$ cat src/rtl/jt12_pkg.sv
// Shared constants for the JT12 bus responder.
// Status byte layout, address-bus bit roles and the busy counter width live
// here so the responder and anything decoding dout agree on them.
package jt12_pkg;

  // Status byte bit positions on dout
  localparam int STAT_BUSY  = 7;
  localparam int STAT_FLAGB = 1;
  localparam int STAT_FLAGA = 0;

  // Address bus bit roles
  localparam int ADDR_SEL_BIT = 0;  // 0 = address write, 1 = data write
  localparam int BANK_BIT     = 1;  // 0 = regs 0xx, 1 = regs 1xx

  // Busy counter width
  localparam int CNT_W = 8;

  typedef enum logic {
    WR_ADDR = 1'b0,
    WR_DATA = 1'b1
  } wr_kind_e;

  // Assemble the status byte {busy, 5'b0, flag_b, flag_a}
  function automatic logic [7:0] status_byte(input logic busy,
                                             input logic flag_b,
                                             input logic flag_a);
    logic [7:0] s;
    s             = 8'h00;
    s[STAT_BUSY]  = busy;
    s[STAT_FLAGB] = flag_b;
    s[STAT_FLAGA] = flag_a;
    return s;
  endfunction

endpackage

$ cat src/rtl/jt12_bus_resp_if.sv
// CPU bus plus MMR write-port bundle for jt12_bus_resp.
// master : host/test driver side (drives cs_n/wr_n/addr/din and timer flags)
// slave  : the responder (returns dout, write strobes, busy and err)
//
// Write semantics: a write is active while cs_n=0 and wr_n=0. The responder
// acts once per low strobe, on the first clock edge where the write is
// active; holding the strobe low longer does not repeat the write. There is
// no back-pressure: every write is taken, and busy/err only report whether
// the host respected the busy window and wrote an address first.
interface jt12_bus_resp_if;
  logic       cs_n;
  logic       wr_n;
  logic [1:0] addr;
  logic [7:0] din;
  logic [7:0] dout;
  logic       flag_a;
  logic       flag_b;
  logic       up_strobe;
  logic       up_bank;
  logic [7:0] up_addr;
  logic [7:0] up_data;
  logic       busy;
  logic       err;

  modport master (
    output cs_n, wr_n, addr, din, flag_a, flag_b,
    input  dout, up_strobe, up_bank, up_addr, up_data, busy, err
  );

  modport slave (
    input  cs_n, wr_n, addr, din, flag_a, flag_b,
    output dout, up_strobe, up_bank, up_addr, up_data, busy, err
  );
endinterface

$ cat src/rtl/jt12_busy_cnt.sv
// Busy counter: loads BUSY_CYCLES, counts down to zero and holds there.
// Ports:
//   clk, rst_n : clock, async active-low reset
//   load_i     : reload the counter (wins over the decrement)
//   busy_o     : high while the count is non-zero
//   cnt_o      : current count
module jt12_busy_cnt
  import jt12_pkg::*;
#(
  parameter int BUSY_CYCLES = 32
) (
  input  logic             clk,
  input  logic             rst_n,
  input  logic             load_i,
  output logic             busy_o,
  output logic [CNT_W-1:0] cnt_o
);

  logic [CNT_W-1:0] cnt_q;
  logic [CNT_W-1:0] cnt_d;

  // Reload first so a write landing on the final count keeps busy high.
  always_comb begin
    cnt_d = cnt_q;
    if (load_i) begin
      cnt_d = CNT_W'(BUSY_CYCLES);
    end else if (cnt_q != '0) begin
      cnt_d = cnt_q - 1'b1;
    end
  end

  always_ff @(posedge clk or negedge rst_n) begin
    if (!rst_n) begin
      cnt_q <= '0;
    end else begin
      cnt_q <= cnt_d;
    end
  end

  assign busy_o = (cnt_q != '0);
  assign cnt_o  = cnt_q;

endmodule

$ cat src/rtl/jt12_bus_resp.sv
// Chip-side responder for the JT12 CPU bus.
// Turns address/data write pairs into single-cycle register-write strobes
// for the MMR, runs the BUSY window after each accepted data write and
// returns the status byte {busy, 5'b0, flag_b, flag_a} on dout.
// Ports:
//   clk, rst_n : master clock, async active-low reset
//   bus        : jt12_bus_resp_if.slave (CPU bus, timer flags, MMR write port)
//   busy_cnt_o : current busy count, for observation only
module jt12_bus_resp
  import jt12_pkg::*;
#(
  parameter int BUSY_CYCLES = 32
) (
  input  logic             clk,
  input  logic             rst_n,
  jt12_bus_resp_if.slave   bus,
  output logic [CNT_W-1:0] busy_cnt_o
);

  logic       wr_act;
  logic       wr_q;
  logic       wr_ev;
  wr_kind_e   wr_kind;

  logic       addr_vld_q,  addr_vld_d;
  logic       up_bank_q,   up_bank_d;
  logic [7:0] up_addr_q,   up_addr_d;
  logic [7:0] up_data_q,   up_data_d;
  logic       up_strobe_q, up_strobe_d;
  logic       err_q,       err_d;
  logic       flag_a_q;
  logic       flag_b_q;
  logic       load;
  logic       busy;

  assign wr_act  = ~bus.cs_n & ~bus.wr_n;
  // wr_q clears on reset, so a strobe still held as reset releases
  // is seen as a fresh write.
  assign wr_ev   = wr_act & ~wr_q;
  assign wr_kind = wr_kind_e'(bus.addr[ADDR_SEL_BIT]);

  always_comb begin
    addr_vld_d  = addr_vld_q;
    up_bank_d   = up_bank_q;
    up_addr_d   = up_addr_q;
    up_data_d   = up_data_q;
    up_strobe_d = 1'b0;
    err_d       = err_q;
    load        = 1'b0;
    if (wr_ev) begin
      if (wr_kind == WR_ADDR) begin
        // The bank is latched only here; data writes never touch it.
        up_bank_d  = bus.addr[BANK_BIT];
        up_addr_d  = bus.din;
        addr_vld_d = 1'b1;
      end else if (addr_vld_q) begin
        // Accepted even while busy; that case is only flagged.
        up_data_d   = bus.din;
        up_strobe_d = 1'b1;
        load        = 1'b1;
        if (busy) begin
          err_d = 1'b1;
        end
      end else begin
        err_d = 1'b1;
      end
    end
  end

  always_ff @(posedge clk or negedge rst_n) begin
    if (!rst_n) begin
      wr_q        <= 1'b0;
      addr_vld_q  <= 1'b0;
      up_bank_q   <= 1'b0;
      up_addr_q   <= 8'h00;
      up_data_q   <= 8'h00;
      up_strobe_q <= 1'b0;
      err_q       <= 1'b0;
      flag_a_q    <= 1'b0;
      flag_b_q    <= 1'b0;
    end else begin
      wr_q        <= wr_act;
      addr_vld_q  <= addr_vld_d;
      up_bank_q   <= up_bank_d;
      up_addr_q   <= up_addr_d;
      up_data_q   <= up_data_d;
      up_strobe_q <= up_strobe_d;
      err_q       <= err_d;
      flag_a_q    <= bus.flag_a;
      flag_b_q    <= bus.flag_b;
    end
  end

  jt12_busy_cnt #(
    .BUSY_CYCLES (BUSY_CYCLES)
  ) u_busy_cnt (
    .clk    (clk),
    .rst_n  (rst_n),
    .load_i (load),
    .busy_o (busy),
    .cnt_o  (busy_cnt_o)
  );

  // Every dout bit comes from a register; no input reaches it directly.
  assign bus.dout      = status_byte(busy, flag_b_q, flag_a_q);
  assign bus.busy      = busy;
  assign bus.up_strobe = up_strobe_q;
  assign bus.up_bank   = up_bank_q;
  assign bus.up_addr   = up_addr_q;
  assign bus.up_data   = up_data_q;
  assign bus.err       = err_q;

endmodule

$ cat src/flat_wrapper.sv
// flat-port wrapper written by rule: the top's interface ports become plain ports
module jt12_bus_resp_flat import jt12_pkg::*;
#(
  parameter int BUSY_CYCLES = 32
)
  (clk, rst_n, busy_cnt_o, bus_cs_n, bus_wr_n, bus_addr, bus_din, bus_flag_a, bus_flag_b, bus_dout, bus_up_strobe, bus_up_bank, bus_up_addr, bus_up_data, bus_busy, bus_err);
  jt12_bus_resp_if bus_i ();
  input  logic clk;
  input  logic rst_n;
  output logic [CNT_W-1:0] busy_cnt_o;
  input wire logic [$bits(bus_i.cs_n)-1:0] bus_cs_n;
  input wire logic [$bits(bus_i.wr_n)-1:0] bus_wr_n;
  input wire logic [$bits(bus_i.addr)-1:0] bus_addr;
  input wire logic [$bits(bus_i.din)-1:0] bus_din;
  input wire logic [$bits(bus_i.flag_a)-1:0] bus_flag_a;
  input wire logic [$bits(bus_i.flag_b)-1:0] bus_flag_b;
  output wire logic [$bits(bus_i.dout)-1:0] bus_dout;
  output wire logic [$bits(bus_i.up_strobe)-1:0] bus_up_strobe;
  output wire logic [$bits(bus_i.up_bank)-1:0] bus_up_bank;
  output wire logic [$bits(bus_i.up_addr)-1:0] bus_up_addr;
  output wire logic [$bits(bus_i.up_data)-1:0] bus_up_data;
  output wire logic [$bits(bus_i.busy)-1:0] bus_busy;
  output wire logic [$bits(bus_i.err)-1:0] bus_err;
  assign bus_i.cs_n = bus_cs_n;
  assign bus_i.wr_n = bus_wr_n;
  assign bus_i.addr = bus_addr;
  assign bus_i.din = bus_din;
  assign bus_i.flag_a = bus_flag_a;
  assign bus_i.flag_b = bus_flag_b;
  assign bus_dout = bus_i.dout;
  assign bus_up_strobe = bus_i.up_strobe;
  assign bus_up_bank = bus_i.up_bank;
  assign bus_up_addr = bus_i.up_addr;
  assign bus_up_data = bus_i.up_data;
  assign bus_busy = bus_i.busy;
  assign bus_err = bus_i.err;
  jt12_bus_resp #(.BUSY_CYCLES(BUSY_CYCLES)) u_core (.clk(clk), .rst_n(rst_n), .bus(bus_i), .busy_cnt_o(busy_cnt_o));
endmodule
$ cat config.mk
export PLATFORM = sky130hd
export DESIGN_NAME = jt12_bus_resp_flat
export DESIGN_NICKNAME = d
export VERILOG_FILES = /design/src/rtl/jt12_pkg.sv /design/src/rtl/jt12_bus_resp_if.sv /design/src/rtl/jt12_busy_cnt.sv /design/src/rtl/jt12_bus_resp.sv /design/src/flat_wrapper.sv
export SDC_FILE = /design/constraint.sdc
export NUM_CORES = 1
export LEC_CHECK = 0
export CORE_ASPECT_RATIO = 0.7
export CORE_MARGIN = 2
export CORE_UTILIZATION = 43
export DETAILED_ROUTE_END_ITERATION = 6
export MAX_ROUTING_LAYER = met4
export PLACE_DENSITY_LB_ADDON = 0.3
export SLEW_MARGIN = 20
export SYNTH_ARGS = -nofsm -noshare
export SYNTH_HDL_FRONTEND = slang
export SYNTH_HIERARCHICAL = 1
export SYNTH_SLANG_ARGS = --single-unit
$ cat constraint.sdc
create_clock -name clk -period 2.6 [get_ports clk]
set_input_delay 0.78 -clock clk [delete_from_list [all_inputs] [get_ports clk]]
set_output_delay 0.78 -clock clk [all_outputs]
set_load 0.05 [all_outputs]
**After elaboration in Yosys (flattened, before gate mapping)**

Cells that the tools add are included.

- Reductions and logical operators: 5
- Multiplexer cells: 7
- Eq/ne operators: 1
- Bitwise operators: 6
- $add $sub $neg: 1

Operators by type and width:

| cell | count |
|---|---|
| $mux 8 | 2 |
| $reduce_bool 8->1 | 1 |
| $sub 8x1->8 const B | 1 |
| $reduce_and 3->1 | 2 |
| $mux 1 | 5 |
| $not 1->1 | 4 |
| $and 1x1->1 | 2 |
| $ne 2x2->1 const B | 1 |
| $reduce_and 2->1 | 1 |
| $reduce_bool 2->1 | 1 |

- Register bits after elaboration: 31
- Bits of input ports: 16
- Logic and storage cells: 30
- Output and inout bits: 36

**Logic depth before layout (Yosys ltp)**

Gate-level depths: netlist (run 1).

- Depth after elaboration: 5
- Mapped depth: 7
- Gate-level depth less buffers: 6

**Cells and area by module**

The synthesis (run 1) kept the hierarchy.

Modules (own cells, without submodules):

| module | area each (µm²) | times used | cells an instance | seq. area each (µm²) |
|---|---|---|---|---|
| jt12_bus_resp | 895.9 | 1 | 57 | 575.6 |
| jt12_busy_cnt | 460.4 | 1 | 48 | 200.2 |

**Worst setup path after synthesis (run 1)**

OpenSTA, ideal clock, no wires.

- Path type: reg-to-output
- Start: reg u_core.u_busy_cnt.cnt_q[0], in the netlist u_core/u_busy_cnt/cnt_o[0]
- End: out bus_dout[7]
- Path buffers: 2
- Arrival time: 2.161 ns
- Data required time: 1.820 ns
- Cell stages (with the launch flop): 7
- Slack: -0.341 ns
- Cells stage by stage: dfrtp_1 -> inv_1 -> ha_1 -> or4b_1 -> clkbuf_2 -> or2_1 -> buf_4

- Longest elaborated chain between the ends: 1

Ends and longest elaborated chain:

| element | RTL line | RTL |
|---|---|---|
| start, declared | jt12_busy_cnt.sv:19 | `logic [CNT_W-1:0] cnt_q;` |
| start signal, assigned | jt12_busy_cnt.sv:36 | `cnt_q <= cnt_d;` |
| $reduce_bool 8->1 | jt12_busy_cnt.sv:40 | `assign busy_o = (cnt_q != '0);` |
| end, declared | flat_wrapper.sv:17 | `output wire logic [$bits(bus_i.dout)-1:0] bus_dout;` |

Every way passes these cells.

**Final worst setup path (run 1)**

- Start: reg u_core.u_busy_cnt.cnt_q[0], in the netlist u_core/u_busy_cnt/cnt_o[0]
- End: out bus_busy

- Longest elaborated chain between the ends: 1

Ends and longest elaborated chain:

| element | RTL line | RTL |
|---|---|---|
| $reduce_bool 8->1 | jt12_busy_cnt.sv:40 |  |
| end, declared | flat_wrapper.sv:22 | `output wire logic [$bits(bus_i.busy)-1:0] bus_busy;` |

Every way passes these cells.

==> results by group, run 1 <==
Outcome
  • Outcome: finished, final reports clean

Routing
  • Met2 Routed Length: 1.37 mm
  • Max Used Layer: met4
  • Vias: 1035
  • Via density: 5.23
  • Drt wl/cell: 14.9 um
  • Post-route ant nets: 0
  • Metal3 WL: 195 um
  • Pre-Repair DR Iteration Count: 4
  • Met1 Wirelength: 1.30 mm
  • DR iter-0 viols: 75
  • Residual DRC count: 0
  • Routed Wire Length: 2.95 mm

Die
  • Die Ht: 51.0 um
  • # IOs: 52
  • Starting Density: 44.0%
  • Die X: 71.1 um
  • # rows: 17
  • Die area: 3630 um^2
  • CORE AREA: 3080 um^2

Critical path
  • CP endpoint kind: output port
  • Worst setup path class: reg -> out
  • Crit path DAT: 1.81 ns
  • Worst EP required: 1.82 ns
  • Setup crit start kind: flop
  • Critical-path maximum fanout: 4

Synth
  • Post-synth top area share: 57.2%
  • Synth area leaders: dfrtp_1 57%, mux2_2 14%, buf_4 4.4%, a21oi_1 1.8%, ha_1 1.8%
  • Mean Syn Cell Area: 12.9 um^2
  • Largest area contributor in the netlist: dfrtp_1
  • Count of cell types in the netlist: 31
  • Post-Syn Area: 1360 um^2
  • #FFs+latches synth: 31
  • Gate Count Post-Synth: 105
  • Syn. warnings: 6
  • Seq/Total Area, Yosys: 57.2%

Timing
  • Time the worst path needs with I/O delays and setup: 2.59 ns
  • Setup Viol. Count Final: 0
  • Clock Skew: 0.0114 ns
  • Slew margin rel.: 65.6%
  • RSZ-0062 raised after global routing: true
  • Slew @ Worst Pin: 0.514 ns
  • Fin. max-slew vios: 0
  • Maximum achievable frequency: 387 MHz
  • Fin worst setup slack: 0.0136 ns
  • Final Hold Fails: 0
  • Period utilization: 99.5%

Cells and area
  • Area delta synth->final: 45.1%
  • Final Util: 63.8%
  • Fill cells: 237
  • Proportion of layout cells with a drive suffix above 1: 27.5%
  • Nets: 177
  • Non-filler cells in the finished layout: 198
  • Diodes inserted: 0
  • Final non-filler cell area: 1970 um^2

Clock network
  • TritonCTS Buffers: 5
  • H-tree depth: 2
  • Sink Count: 31
  • CTS tree: built
  • Clk_lat worst skew: 0.28 ns
  • Root Buffer: clkbuf_8
  • Hold-fix buffers, CTS: 0
  • Max clock buf depth: 2
  • Clk slew on worst S/H paths: 0.07 ns

Placement
  • Post-DP HPWL: 2.07 mm
  • Post-Place Cells: 187
  • DP Area: 1840 um^2
  • Port Buf Inserts: 46
  • Gpl congestion: 0.828
  • DP Worst Slack: 0.188 ns

GRT
  • Largest net degree at the start of global routing: 32
  • Initial antenna violation count: 0
  • GR Overflow Total: 0
  • All-layer global routing usage: 18.4%
  • Number of global-route vias before repair: 996
  • First-pass GRT wire length: 4.83 mm

Power and ir drop
  • VDD IR max: 510 uV
  • P_leak: 0.819 nW
  • Power per Cell Area: 1180 nW/um^2

Min path
  • Worst hold path class: reg -> reg

Job
  • Max-Cap Viols: 0
critical path: stages, from the launching register on:
cell and delay (ns):
dfrtp_2 0.41, inv_2 0.08, ha_4 0.13, or4b_4 0.46, or2_4 0.27, buf_6 0.16
cell usage in the layout, fill, tap and decap left out, types with 2 or more instances in the layout:
cell | netlist | final
or4_1 | 2 | 2
dfrtp_2 | 0 | 2
dfrtp_1 | 31 | 29
conb_1 | 1 | 5
buf_4 | 8 | 8
nand2b_1 | 3 | 3
inv_2 | 0 | 2
a21oi_1 | 5 | 5
o21ai_0 | 5 | 5
or3_1 | 2 | 2
nor2b_1 | 2 | 2
clkdlybuf4s50_1 | 0 | 44
clkbuf_8 | 0 | 5
nor3_1 | 5 | 5
mux2_2 | 17 | 17
clkbuf_1 | 0 | 2
layout make-up:
class | count | area, um^2 | share of cell area, %
Clock buffer | 7 | 76.3 | 3.88
Clock inverter | 1 | 5.00 | 0.254
Inverter | 3 | 11.3 | 0.572
Multi-Input combinational cell | 64 | 523 | 26.6
Sequential cell | 31 | 778 | 39.5
Tap cell | 38 | 47.5 | 2.42
Timing Repair Buffer | 54 | 527 | 26.8
synth_stat cells:
| master | n |
|---|---|
| or2_2 | 1 |
| or4b_1 | 2 |
| o21bai_1 | 1 |
| nand3_2 | 1 |
| a31o_2 | 1 |
| mux2_2 | 17 |
| dfrtp_1 | 31 |
| buf_6 | 1 |
| clkbuf_2 | 1 |
| or4_1 | 2 |
| o21ai_0 | 5 |
| a211o_1 | 1 |
| nor2_1 | 1 |
| or3_1 | 2 |
| or2_1 | 1 |
| buf_4 | 8 |
| inv_1 | 3 |
| nor3_1 | 5 |
| buf_1 | 1 |
| a21oi_1 | 5 |
| o31a_1 | 1 |
| nor4_4 | 1 |
| nand2_1 | 1 |
| nor2b_1 | 2 |
| o21a_1 | 1 |
| nor4b_1 | 1 |
| conb_1 | 1 |
| nor4_1 | 1 |
| a211oi_1 | 1 |
| nand2b_1 | 3 |
| ha_1 | 2 |
cells by family (layout without fill, tap and decap cells):
kind of cell    count (synthesis)  in the layout  synth area share [%]
mux                            17             17                  14.1
compound gates                 16             16                  7.29
flops                          31             31                  57.2
simple gates                   24             24                  12.5
other cells                     1              5                 0.276
buf+inv                        14             65                  6.73
fa+ha+maj                       2              2                  1.84
timing repair:
item,4_1_cts,5_1_grt
gates cloned,0,0
setup endpoints to repair,2,2
buffers inserted,2,1
hold endpoints to repair,0,0
pin swaps,1,0
resized for setup,3,3
registers in the layout, summed over array words and instances (netlist names):
| name | cells |
|---|---|
| u_core/addr_vld_q | 1 |
| u_core/bus.up_strobe | 1 |
| u_core/flag_a_q | 1 |
| u_core/bus.err | 1 |
| u_core/flag_b_q | 1 |
| u_core/bus.up_data | 8 |
| u_core/bus.up_bank | 1 |
| u_core/bus.up_addr | 8 |
| u_core/u_busy_cnt/cnt_o | 8 |
| u_core/wr_q | 1 |
metal layers:
metal / GRT usage, % / vias up
met2: 27.9 / 45
li1: - / 467
met4: 9.75 / 0
met3: 5.52 / 8
met1: 22.3 / 515
met5: - / -
where the power goes:
part           leakage, nW  total (W)  internal [W]  switching [W]
Sequential           0.367   0.000719      0.000615       0.000104
Combinational        0.410    0.00125      0.000475       0.000771
Clock               0.0422   0.000359      0.000187       0.000172
final timing paths:
check	end	startpoint	cells past startpoint	slack, ns
min in group asynchronous	u_core/bus.up_addr[4]	rst_n	2	0.88
worst min register to register	u_core/bus.err	u_core/bus.err	1	0.47
worst max register to register	u_core/bus.err	u_core/u_busy_cnt/cnt_o[0]	6	0.75
worst max-delay path	bus_busy	u_core/u_busy_cnt/cnt_o[0]	5	0.01
max in group asynchronous	u_core/u_busy_cnt/cnt_o[0]	rst_n	2	1.43
worst min-delay path	u_core/bus.err	u_core/bus.err	1	0.47
per-stage QoR:
step / total power, W / hold WS (ns) / TNS, ns
final: 0.00232 / 0.465 / 0
after global routing: 0.00244 / 0.500 / -0.0631
after CTS: 0.00230 / 0.472 / 0
after detailed placement: 0.00190 / 0.457 / 0
after global placement: 0.00187 / 0.448 / 0
after floorplan: 0.00151 / 0.484 / -0.0194
Note: power is estimated with default switching activity, not from simulation.
==> run 2, diff against run 1 <==
--- a/config.mk
+++ b/config.mk
@@ -7,3 +7,3 @@
 export LEC_CHECK = 0
-export CORE_ASPECT_RATIO = 0.7
+export CORE_ASPECT_RATIO = 1.2
 export CORE_MARGIN = 2
==> constraint.sdc (replaced) <==
create_clock -name clk -period 2.6 [get_ports clk]
set_input_delay 0.52 -clock clk [delete_from_list [all_inputs] [get_ports clk]]
set_output_delay 0.52 -clock clk [all_outputs]
set_load 0.05 [all_outputs]
==> run 2 against run 1 <==
Via count is 4.4% lower. First-iteration DRC count is 87% lower. Hold slack better by 0.026 ns. Global-route usage is 1.0 points lower. Clock skew is 0.0074 ns lower. Core utilization is 1.7 points lower. Wire length is 9.5% lower. Die area is 0.15% lower. Sequential share of layout area is 1.8 points higher. Sequential power is 2% higher. Critical path type unchanged. Largest cell class unchanged. Largest power group unchanged.
==> results by group, run 2 (synthesized netlist as in run 1, its figures left out) <==
Cells and area
  • Final non-filler cell area: 1880 um^2
  • Commonest non-fill, non-tap cell in the layout: clkdlybuf4s50_1
  • Proportion of layout cells with a drive suffix above 1: 23.1%
  • Nets: 173
  • Diodes inserted: 0
  • Area delta synth->final: 38.7%
  • Most frequent cells in the layout: 44 x clkdlybuf4s50_1, 29 x dfrtp_1, 17 x mux2_2

Placement
  • Post-DP HPWL: 1.96 mm
  • DP Area: 1820 um^2
  • Gpl congestion: 0.764
  • Port Buf Inserts: 46

Power and ir drop
  • Power per Cell Area: 1130 nW/um^2
  • Overall power: 0.00213 W
  • P_leak: 0.784 nW
  • VDD IR max: 917 uV
  • Clock share of power: 12.4%
  • Psw: 0.000987 W
  • Net Sw Frac: 46.4%
  • Combinational power share: 53.2%
  • P_int: 0.00114 W
  • Sequential share of power: 34.4%

Die
  • CORE AREA: 3030 um^2
  • Die area: 3620 um^2
  • Die Ht: 65.5 um
  • Starting Density: 44.8%
  • # rows: 22
  • # IOs: 52
  • Die X: 55.3 um

Critical path
  • Slowest CP cell: or4b_1
  • Slowest Stage Delay on Critical Path: 0.46 ns
  • Worst setup path class: reg -> out
  • Critical-path cell list: inv_1, ha_1, or4b_1, or2_4, buf_4
  • Setup crit start kind: flop
  • Crit path DAT: 1.93 ns
  • CP endpoint kind: output port
  • Critical-path maximum fanout: 6
  • Worst EP required: 2.08 ns

Outcome
  • Outcome: finished, final reports clean

Routing
  • Routed Wire Length: 2.67 mm
  • Vias: 989
  • Pre-Repair DR Iteration Count: 3
  • Drt wl/cell: 13.9 um
  • Post-route ant nets: 0
  • Via density: 5.15
  • DR iter-0 viols: 10
  • Residual DRC count: 0

Clock network
  • H-tree depth: 2
  • Clk slew on worst S/H paths: 0.09 ns
  • Max clock buf depth: 2
  • TritonCTS Buffers: 5
  • CTS tree: built
  • Root Buffer: clkbuf_4
  • Clk_lat worst skew: 0.32 ns
  • Sink Count: 31

Timing
  • Fin. max-slew vios: 0
  • Period utilization: 94.3%
  • Slew margin rel.: 65.6%
  • Maximum achievable frequency: 408 MHz
  • Setup Viol. Count Final: 0
  • Slew @ Worst Pin: 0.515 ns
  • Clock Skew: 0.00394 ns
  • TNS Setup: 0 ns
  • Time the worst path needs with I/O delays and setup: 2.45 ns
  • Min Hold Slack: 0.491 ns
  • RSZ-0062 raised after global routing: false
  • Final Hold Fails: 0

GRT
  • First-pass GRT wire length: 4.72 mm
  • Global routing's busiest layer: met2
  • All-layer global routing usage: 17.3%
  • Largest net degree at the start of global routing: 32
  • Number of global-route vias before repair: 1013
  • Met1 usage: 20.3%
  • Global-route track usage on met3: 6.10%
  • Initial antenna violation count: 0
  • GR Overflow Total: 0
  • Met2 Use GR: 27.2%

Job
  • Max-Cap Viols: 0

Min path
  • Worst hold path class: reg -> reg
-- run 2: changes by cell type in the layout (fill, tap and decap cells not counted), sizes merged --
cell / delta
buf: -4
-- run 2: area by class of cell --
| cell class | count | area, um^2 |
|---|---|---|
| Inverter | 3 | 11.3 |
| Clock inverter | 1 | 5.00 |
| Fill cell | 265 | 1150 |
| Tap cell | 36 | 45.0 |
| Multi-Input combinational cell | 64 | 507 |
| Timing Repair Buffer | 50 | 489 |
| Sequential cell | 31 | 778 |
| Clock buffer | 7 | 45.0 |
-- run 2: metrics by stage --
step	instances	util (%)	worst slack, ns
floorplan	109	-	0.0728
detailed placement	183	60.0	0.438
global route	192	62.1	0.0275
CTS	191	61.7	0.0635
finish	192	62.1	0.147
global placement	183	60.0	0.464
-- run 2: what timing repair did --
item,CTS,global route
hold buffers,0,0
setup buffers,0,1
resized for setup,0,2
endpoints found under the setup margin,0,2
-- run 2: path summary, 6_finish.rpt --
check / from / to / slack (ns) / depth (start not counted)
setup / recovery: u_core/u_busy_cnt/cnt_o[0] / bus_dout[7] / 0.15 / 5
hold / removal: u_core/bus.err / u_core/bus.err / 0.49 / 1
setup reg to reg: u_core/u_busy_cnt/cnt_o[0] / u_core/bus.err / 0.69 / 6
hold reg to reg: u_core/bus.err / u_core/bus.err / 0.49 / 1
max in group asynchronous: rst_n / u_core/u_busy_cnt/cnt_o[1] / 1.71 / 2
min in group asynchronous: rst_n / u_core/u_busy_cnt/cnt_o[7] / 0.58 / 2
-- run 2: power by group through the flow --
| stage | registers, W | logic (W) | clock network [W] |
|---|---|---|---|
| after global routing | 0.000758 | 0.00121 | 0.000295 |
| after global placement | 0.000730 | 0.00110 | 0 |
| after detailed placement | 0.000742 | 0.00112 | 0 |
| after CTS | 0.000733 | 0.00112 | 0.000274 |
| after floorplan | 0.00116 | 0.000339 | 0 |
| final | 0.000731 | 0.00113 | 0.000264 |
-- run 2: worst max-delay path: cells and delay by family, from the launching register on --
| family | cells | cell delay, ns |
|---|---|---|
| simple gates | 2 | 0.72 |
| flops | 1 | 0.45 |
| fa+ha+maj | 1 | 0.16 |
| buf+inv | 2 | 0.28 |
-- run 2: per-layer routing --
metal | part of all wire [%] | vias up
li1 | - | 462
met1 | 41 | 487
met2 | 50 | 35
met3 | 7.7 | 5
met4 | 1.4 | 0
met5 | 0 | -
==> run 3, diff against run 2 <==
CORE_MARGIN = default   (was 2)
==> run 3 against run 2 <==
Sequential power barely moved. Via count rose by 1.6%. Die area fell by 6.6%. Critical path depth did not move. Sequential cell count did not move. Maximum frequency rose by 0.52%. Clock skew rose by 0.0047 ns. Non-clock buffer count did not move. Worst setup slack improved by 0.013 ns. Clock power rose by 17%. Wire length rose by 5.1%. First-iteration DRC count fell by 20%. Highest routed layer unchanged.
==> results by group, run 3 (synthesized netlist as in run 1, its figures left out) <==
Outcome
  • Outcome: finished, final reports clean

Timing
  • Period utilization: 93.9%
  • Setup Viol. Count Final: 0
  • Maximum achievable frequency: 410 MHz
  • Fin worst setup slack: 0.160 ns
  • Final Hold Fails: 0
  • Time the worst path needs with I/O delays and setup: 2.44 ns
  • Slew @ Worst Pin: 0.521 ns
  • Fin. max-slew vios: 0
  • RSZ-0062 raised after global routing: false
  • Clock Skew: 0.00864 ns
  • TNS Setup: 0 ns
  • Slew margin rel.: 65.1%

Critical path
  • Setup crit start kind: flop
  • Crit path DAT: 1.92 ns
  • Slowest Stage Delay on Critical Path: 0.48 ns
  • Critical-path cell list: inv_1, ha_1, or4b_4, or2_4, buf_6
  • Critical-path maximum fanout: 6
  • Worst setup path class: reg -> out
  • Slowest CP cell: or4b_4
  • Worst EP required: 2.08 ns
  • CP endpoint kind: output port
  • Setup slack, reg-to-reg: 0.67 ns

Job
  • Max-Cap Viols: 0

GRT
  • GR Overflow Total: 0
  • All-layer global routing usage: 20.1%
  • Largest net degree at the start of global routing: 32
  • Number of global-route vias before repair: 1053
  • First-pass GRT wire length: 4.71 mm
  • Initial antenna violation count: 0

Placement
  • Port Buf Inserts: 46
  • DP Worst Slack: 0.406 ns
  • Post-DP HPWL: 2.06 mm
  • Post-Place Cells: 181
  • Gpl congestion: 0.744

Power and ir drop
  • P_int: 0.00120 W
  • VDD IR max: 817 uV
  • Combinational power share: 52.5%
  • Psw: 0.000995 W
  • Power per Cell Area: 1150 nW/um^2
  • Clock share of power: 14.1%
  • Net Sw Frac: 45.3%
  • Overall power: 0.00220 W
  • Sequential share of power: 33.4%
  • P_leak: 0.797 nW

Cells and area
  • Commonest non-fill, non-tap cell in the layout: clkdlybuf4s50_1
  • Diodes inserted: 0
  • Area delta synth->final: 40.4%
  • Multi-input gate area: 510 um^2
  • Fill cells: 244
  • Non-filler cells in the finished layout: 190
  • Nets: 173
  • Proportion of layout cells with a drive suffix above 1: 24.4%
  • Most frequent cells in the layout: 44 x clkdlybuf4s50_1, 29 x dfrtp_1, 17 x mux2_2
  • Sequential cell area: 778 um^2

Routing
  • Residual DRC count: 0
  • DR iter-0 viols: 8
  • Routed Wire Length: 2.81 mm
  • Drt wl/cell: 14.8 um
  • Vias: 1005
  • Pre-Repair DR Iteration Count: 4
  • Via density: 5.29
  • Post-route ant nets: 0

Clock network
  • CTS tree: built
  • H-tree depth: 2
  • TritonCTS Buffers: 5
  • Clk_lat worst skew: 0.32 ns
  • Sink Count: 31
  • Max clock buf depth: 2
  • Clk slew on worst S/H paths: 0.09 ns
  • Hold-fix buffers, CTS: 0
  • Root Buffer: clkbuf_4

Die
  • # IOs: 52
  • Starting Density: 46.9%
  • Die Ht: 63.5 um
  • Die X: 53.3 um
  • # rows: 21
  • Die area: 3380 um^2
  • CORE AREA: 2890 um^2

Min path
  • Worst hold path class: reg -> reg
run 3: cell types whose count changed in the layout (fill, tap and decap cells not counted):
| cell | previous run | this run |
|---|---|---|
| buf_6 | 1 | 2 |
| clkbuf_1 | 2 | 1 |
| clkinv_2 | 1 | 0 |
| clkbuf_8 | 0 | 2 |
| or4b_4 | 0 | 1 |
| buf_4 | 5 | 4 |
| or4b_1 | 2 | 1 |
run 3: cell type report:
| type | instances | area share, % |
|---|---|---|
| clock buffers | 8 | 3.61 |
| inverters | 3 | 0.591 |
| multi-input cells | 64 | 26.8 |
| flip-flops and latches | 31 | 40.9 |
| well taps | 34 | 2.23 |
| repair buffers | 50 | 25.9 |
run 3: worst paths after layout:
check                                                  end                        from  cells after the start
worst max register to register              u_core/bus.err  u_core/u_busy_cnt/cnt_o[1]                      6
worst min-delay path                        u_core/bus.err              u_core/bus.err                      1
worst min register to register              u_core/bus.err              u_core/bus.err                      1
max in group asynchronous       u_core/u_busy_cnt/cnt_o[1]                       rst_n                      2
worst max-delay path                              bus_busy  u_core/u_busy_cnt/cnt_o[1]                      5
min in group asynchronous       u_core/u_busy_cnt/cnt_o[6]                       rst_n                      2
run 3: power groups by stage:
stage               sequential [W]  combinational [W]  clock [W]
floorplan                  0.00116           0.000339          0
global placement          0.000732            0.00110          0
detailed placement        0.000747            0.00112          0
CTS                       0.000737            0.00113   0.000325
global route              0.000754            0.00122   0.000346
finish                    0.000733            0.00115   0.000310
run 3: critical path, delay by kind of cell, from the launching register on:
| kind | cells | cell delay (ns) |
|---|---|---|
| fa+ha+maj | 1 | 0.16 |
| simple gates | 2 | 0.75 |
| flops | 1 | 0.45 |
| buf+inv | 2 | 0.25 |
run 3: routing by layer:
layer | share of wire [%] | vias to the layer above | global-route usage, %
met3 | 6.9 | 2 | 8.21
met4 | 0.43 | 0 | 6.58
met5 | 0 | - | -
met1 | 39 | 496 | 21.9
li1 | - | 464 | -
met2 | 53 | 43 | 32.3
run 3: stage by stage:
stage / hold WS (ns) / util [%] / cell area [um^2]
after CTS: 0.495 / 65.2 / 1880
after floorplan: 0.224 / - / 1370
after global routing: 0.509 / 65.9 / 1900
after detailed placement: 0.475 / 62.8 / 1810
after global placement: 0.453 / 62.8 / 1810
final: 0.490 / 65.9 / 1900
run 3: repair_timing:
item                                    4_1_cts  5_1_grt
hold endpoints to repair                      0        0
setup buffers                                 0        1
resized for setup                             0        4
endpoints found under the setup margin        0        2
